## config.mk

```make
export PLATFORM = sky130hd
export DESIGN_NAME = noc_axi4_req_deser
export DESIGN_NICKNAME = d
export VERILOG_FILES = /design/src/rtl/noc_axi4_req_deser.sv
export SDC_FILE = /design/constraint.sdc
export NUM_CORES = 1
export LEC_CHECK = 0
export BUFFER_PORTS_ARGS = -buffer_cell sky130_fd_sc_hd__buf_4
export CAP_MARGIN = 15
export CORE_AREA = 2 2 307 309
export DETAILED_ROUTE_END_ITERATION = 6
export DIE_AREA = 0 0 309 311
export SYNTH_ARGS = -nofsm -noshare
export SYNTH_HDL_FRONTEND = slang
export SYNTH_SLANG_ARGS = --single-unit
```

## constraint.sdc

```tcl
create_clock -name clk -period 13.7 [get_ports clk]
set_clock_uncertainty 0.2 [all_clocks]
set_input_delay 1.37 -clock clk [delete_from_list [all_inputs] [get_ports clk]]
set_output_delay 1.37 -clock clk [all_outputs]
set_load 0.03 [all_outputs]
```

## src/rtl/noc_axi4_req_deser.sv

```systemverilog
// Collects a NoC request packet one flit at a time. Presents the header flits and the
// payload flits as one parallel word each on a valid/ready output, with a payload count.
module noc_axi4_req_deser #(
  parameter int NOC_DATA_WIDTH  = 64,
  parameter int HDR_FLITS       = 3,
  parameter int AXI4_DATA_WIDTH = 512,
  parameter bit SWAP_ENDIANESS  = 1'b0
) (
  input  logic                                clk,
  input  logic                                rst_n,
  input  logic [NOC_DATA_WIDTH-1:0]           flit_in,
  input  logic                                flit_in_val,
  output logic                                flit_in_rdy,
  output logic [HDR_FLITS*NOC_DATA_WIDTH-1:0] header_out,
  output logic [AXI4_DATA_WIDTH-1:0]          data_out,
  output logic [3:0]                          data_flits_out,
  output logic                                out_val,
  input  logic                                out_rdy,
  output logic                                err_overflow
);

  localparam int MAXW      = AXI4_DATA_WIDTH / NOC_DATA_WIDTH;
  localparam int HDR_IDX_W = (HDR_FLITS > 1) ? $clog2(HDR_FLITS) : 1;
  localparam int PAY_IDX_W = (MAXW > 1) ? $clog2(MAXW) : 1;
  localparam int PAY_CNT_W = $clog2(MAXW + 1);
  // MSG_LENGTH position inside header flit 0
  localparam int LEN_LO    = 22;
  localparam int LEN_W     = 8;

  localparam logic [HDR_IDX_W-1:0] HDR_LAST = HDR_IDX_W'(HDR_FLITS - 1);
  localparam logic [PAY_CNT_W-1:0] PAY_MAX  = PAY_CNT_W'(MAXW);

  typedef enum logic [1:0] {ST_HDR, ST_DATA, ST_OUT} state_t;

  state_t                    state_reg;
  logic [HDR_IDX_W-1:0]      hdr_cnt_reg;
  logic [PAY_CNT_W-1:0]      pay_cnt_reg;
  logic [LEN_W-1:0]          rem_reg;
  logic                      out_val_reg;
  logic                      ovf_reg;
  logic [NOC_DATA_WIDTH-1:0] hdr_q [HDR_FLITS];
  logic [NOC_DATA_WIDTH-1:0] data_q [MAXW];

  logic                      flit_acc;
  logic [LEN_W-1:0]          rem_hdr_next;
  logic [NOC_DATA_WIDTH-1:0] pay_flit;

  function automatic logic [NOC_DATA_WIDTH-1:0] swap_bytes(input logic [NOC_DATA_WIDTH-1:0] f);
    logic [NOC_DATA_WIDTH-1:0] r;
    r = '0;
    for (int b = 0; b < NOC_DATA_WIDTH / 8; b++) begin
      r[b*8 +: 8] = f[NOC_DATA_WIDTH-8-b*8 +: 8];
    end
    return r;
  endfunction

  assign flit_in_rdy = rst_n && (state_reg != ST_OUT);
  assign flit_acc    = flit_in_val && flit_in_rdy;

  always_comb begin
    rem_hdr_next = rem_reg - 1'b1;
    if (hdr_cnt_reg == '0) begin
      rem_hdr_next = flit_in[LEN_LO +: LEN_W];
    end
    pay_flit = SWAP_ENDIANESS ? swap_bytes(flit_in) : flit_in;
  end

  always_ff @(posedge clk) begin
    if (!rst_n) begin
      state_reg   <= ST_HDR;
      hdr_cnt_reg <= '0;
      pay_cnt_reg <= '0;
      rem_reg     <= '0;
      out_val_reg <= 1'b0;
      ovf_reg     <= 1'b0;
      for (int i = 0; i < HDR_FLITS; i++) hdr_q[i] <= '0;
      for (int i = 0; i < MAXW; i++) data_q[i] <= '0;
    end else begin
      case (state_reg)
        ST_HDR: begin
          if (flit_acc) begin
            // Flit 0 starts a fresh packet, so stale slots from the previous one read 0
            if (hdr_cnt_reg == '0) begin
              for (int i = 0; i < HDR_FLITS; i++) hdr_q[i] <= (i == 0) ? flit_in : '0;
              for (int i = 0; i < MAXW; i++) data_q[i] <= '0;
              pay_cnt_reg <= '0;
              ovf_reg     <= 1'b0;
            end else begin
              hdr_q[hdr_cnt_reg] <= flit_in;
            end
            rem_reg <= rem_hdr_next;
            if (rem_hdr_next == '0) begin
              state_reg   <= ST_OUT;
              out_val_reg <= 1'b1;
              hdr_cnt_reg <= '0;
            end else if (hdr_cnt_reg == HDR_LAST) begin
              state_reg   <= ST_DATA;
              hdr_cnt_reg <= '0;
            end else begin
              hdr_cnt_reg <= hdr_cnt_reg + 1'b1;
            end
          end
        end
        ST_DATA: begin
          if (flit_acc) begin
            if (pay_cnt_reg < PAY_MAX) begin
              data_q[pay_cnt_reg[PAY_IDX_W-1:0]] <= pay_flit;
              pay_cnt_reg <= pay_cnt_reg + 1'b1;
            end else begin
              ovf_reg <= 1'b1;
            end
            rem_reg <= rem_reg - 1'b1;
            if (rem_reg == LEN_W'(1)) begin
              state_reg   <= ST_OUT;
              out_val_reg <= 1'b1;
            end
          end
        end
        ST_OUT: begin
          if (out_rdy) begin
            out_val_reg <= 1'b0;
            ovf_reg     <= 1'b0;
            state_reg   <= ST_HDR;
          end
        end
        default: state_reg <= ST_HDR;
      endcase
    end
  end

  genvar gi;
  generate
    for (gi = 0; gi < HDR_FLITS; gi++) begin : g_hdr
      assign header_out[gi*NOC_DATA_WIDTH +: NOC_DATA_WIDTH] = hdr_q[gi];
    end
    for (gi = 0; gi < MAXW; gi++) begin : g_data
      assign data_out[gi*NOC_DATA_WIDTH +: NOC_DATA_WIDTH] = data_q[gi];
    end
  endgenerate

  assign data_flits_out = 4'(pay_cnt_reg);
  assign out_val        = out_val_reg;
  assign err_overflow   = ovf_reg;

endmodule

```

==> flow_summary.yaml <==
sta:
  whs_ns: 0.329
  fin_crit_sh_pct: 32.6
  fin_ws_ns: 9.23
  tns_ns: 0
  worst_pin_slew_ns: 1.14
  rsz0062_at_grt: "no"
  report.final.slew_viol_count: 0
  fmaxAchievable_mhz: 224
  slew_headroom_pct: 23.8
  fin_crit_ns: 4.47
  setup_viol: 0
  final-hold-violation-count: 0
detailed_routing:
  first_pass_iters: 5
  detail_route.wl_per_cell_um: 24.6
  drt-initial-drc-count: 1829
  vias_per_cell: 4.51
  routed-via-count: 17100
  totalWireLength_mm: 93.3
  drc: 0
  drt.antenna.violating_nets: 0
floorplan:
  die-area_um2: 96100
  die_h_um: 311
  row_count: 112
  initial_core_util_pct: 29.5
  ios: 779
  die_w_um: 309
  coreArea_um2: 92800
global_routing:
  grt_pass1_wl_mm: 129
  grt_antenna_before_repair: 8
  grt_max_degree: 66
  grt_use_total_pct: 18.9
  grt_pass1_vias: 17100
  overflow: 0
synth:
  ys_types: 47
  synthArstFlopShare_pct: 0
  synth_compound_area_share_pct: 1.35
  netlist_instances: 1719
  syn_nets: 1790
  ys_seq_area_share_pct: 78.6
  synth_warnings: 0
  synth_top_family_by_area: "simple AND/OR/NAND/NOR gates"
  ys_seq_elements: 722
  syn-cell-area_um2: 27400
  synth-simple-area-share_pct: 17.7
  synth_fa_ha_area_share_pct: 0.137
  ys.flop_type: "edfxtp_1"
  synth.area.mux_share_pct: 0.0366
  synthXorXnorAreaFrac_pct: 0.128
  syn_avg_cell_area_um2: 15.9
  synth_edf_count: 704
critical_path:
  critPathLaunchType: "input pin"
  critPathRequiredTime_ns: 13.77
  timing_worst_setup_path_type: "input pin to register"
  cp_cell_sequence: "buf_4 -> nand3b_1 -> or3_1 -> nor3_4 -> buf_4 -> nand2b_4 -> buf_4"
  endpoint_kind: "register"
  cp_max_fo: 65
  arrival_ns: 4.54
  path_delay_family: "simple AND/OR/NAND/NOR gates"
  max_stage_delay_ns: 0.75
  cpMostUsedCell: "buf_4"
  critPathBufInv: 3
  slowest_stage: "or3_1"
placed_design:
  routabilityCongestion: 0.839
  io_buffers: 778
  post-place-ws_ns: 8.49
  dp_cells: 3635
  dp_hpwl_mm: 62.0
clock_tree:
  htreeDepth: 3
  cts.repair.resized: 0
  hold_buffers: 0
  clock_path_buffers: 3
  path_clk_slew_ns: 0.06
  clock_sinks: 722
  clk-insertion-delay-late_ns: 0.65
  cts_tree: "built"
  post_cts_buffers: 0
  cts_root_buf: "clkbuf_16"
  numCtsBuffers: 80
final_layout:
  final_cells: 3788
  drive_above_1_share_pct: 37.2
  final_net_count: 2534
  largest_reg_flops: 512
  mostFrequentLayoutCells: "803 x buf_4, 704 x and2_1, 704 x edfxtp_1"
  fillers: 8609
  layout_commonest_cell: "buf_4"
  syn2layout_area_growth_pct: 35.5
power_and_ir_drop:
  clockPowerShare_pct: 38.0
  p_switching_w: 0.00150
  seqPwrFrac_pct: 48.4
  max-vdd-ir-drop_mv: 0.102
  powerDensity_nw_per_um2: 147
  p_int_w: 0.00394
  leakage_nw: 15.3
  p_comb_share_pct: 13.6
  power_w: 0.00544
  switching_share_pct: 27.6
outcome:
  status: "complete, no violations"
hold_path:
  worstHoldPathType: "register to register"
job:
  maxCapViolCount: 0
-- cells in the mapped netlist, types with 5 or more instances --
cell      instances  share of area (%)
and2_1          704                 16
edfxtp_1        704                 77
clkbuf_1        131                1.8
nor2_1           26               0.36
o21ai_0          20               0.37
dfxtp_1          18                1.3
nand2_1          17               0.23
a21oi_1          14               0.26
nand2b_1          9               0.21
buf_4             6               0.16
or3_1             5               0.11
-- path summary, 6_finish.rpt --
kind / from / end / slack, ns / cells past startpoint
worst max-delay path: rst_n / data_q[0][42]$_SDFFCE_PN0P_ / 9.23 / 7
worst min-delay path: rem_reg[1]$_SDFFE_PN0P_ / rem_reg[1]$_SDFFE_PN0P_ / 0.33 / 2
worst max register to register: state_reg[1]$_SDFFE_PN0P_ / data_q[0][42]$_SDFFCE_PN0P_ / 9.64 / 6
worst min register to register: rem_reg[1]$_SDFFE_PN0P_ / rem_reg[1]$_SDFFE_PN0P_ / 0.33 / 2
-- power by group through the flow --
stage               Sequential, W  Clock [W]  Combinational [W]
floorplan                 0.00297          0           0.000110
global placement          0.00268          0           0.000746
detailed placement        0.00268          0           0.000752
CTS                       0.00264    0.00210           0.000752
global route              0.00265    0.00220           0.000769
finish                    0.00263    0.00207           0.000742
-- worst register-to-register path: stages (launching register included) --
cell      delay, ns
dfxtp_1        0.40
nand3b_1       0.44
or3_1          0.75
nor3_4         0.21
buf_4          0.52
nand2b_4       0.52
buf_4          0.58
-- cell families after synthesis --
| logic type | Yosys count |
|---|---|
| DFF | 722 |
| AOI/OAI and AO/OA | 56 |
| xor gates and xnor gates | 4 |
| adders and majority gates | 3 |
| buffers and inverters | 146 |
| and+or+nand+nor | 787 |
| muxes | 1 |
-- area by class of cell --
class	count	area, µm²	area share [%]
Antenna cell	7	17.5	0.0472
Multi-Input combinational cell	851	5450	14.7
Inverter	5	20.0	0.0540
Tap cell	1254	1570	4.23
Clock buffer	98	2080	5.61
Clock inverter	48	415	1.12
Timing Repair Buffer	803	6030	16.3
Sequential cell	722	21500	58.0
-- stage by stage --
| step | cell area [µm²] | util [%] |
|---|---|---|
| CTS | 37100 | 40.0 |
| global placement | 34600 | 37.3 |
| detailed placement | 34600 | 37.3 |
| floorplan | 27400 | - |
| finish | 37100 | 40.0 |
| global route | 37100 | 40.0 |
-- layer usage --
layer  share of wire [%]  up-vias  track usage, %
li1                    -     7452               -
met4                 2.4        0            5.47
met1                  37     8572            22.7
met2                  51      911            33.0
met5                   0        -               0
met3                 9.2      133            5.08
Note: power is estimated with default switching activity, not from simulation.
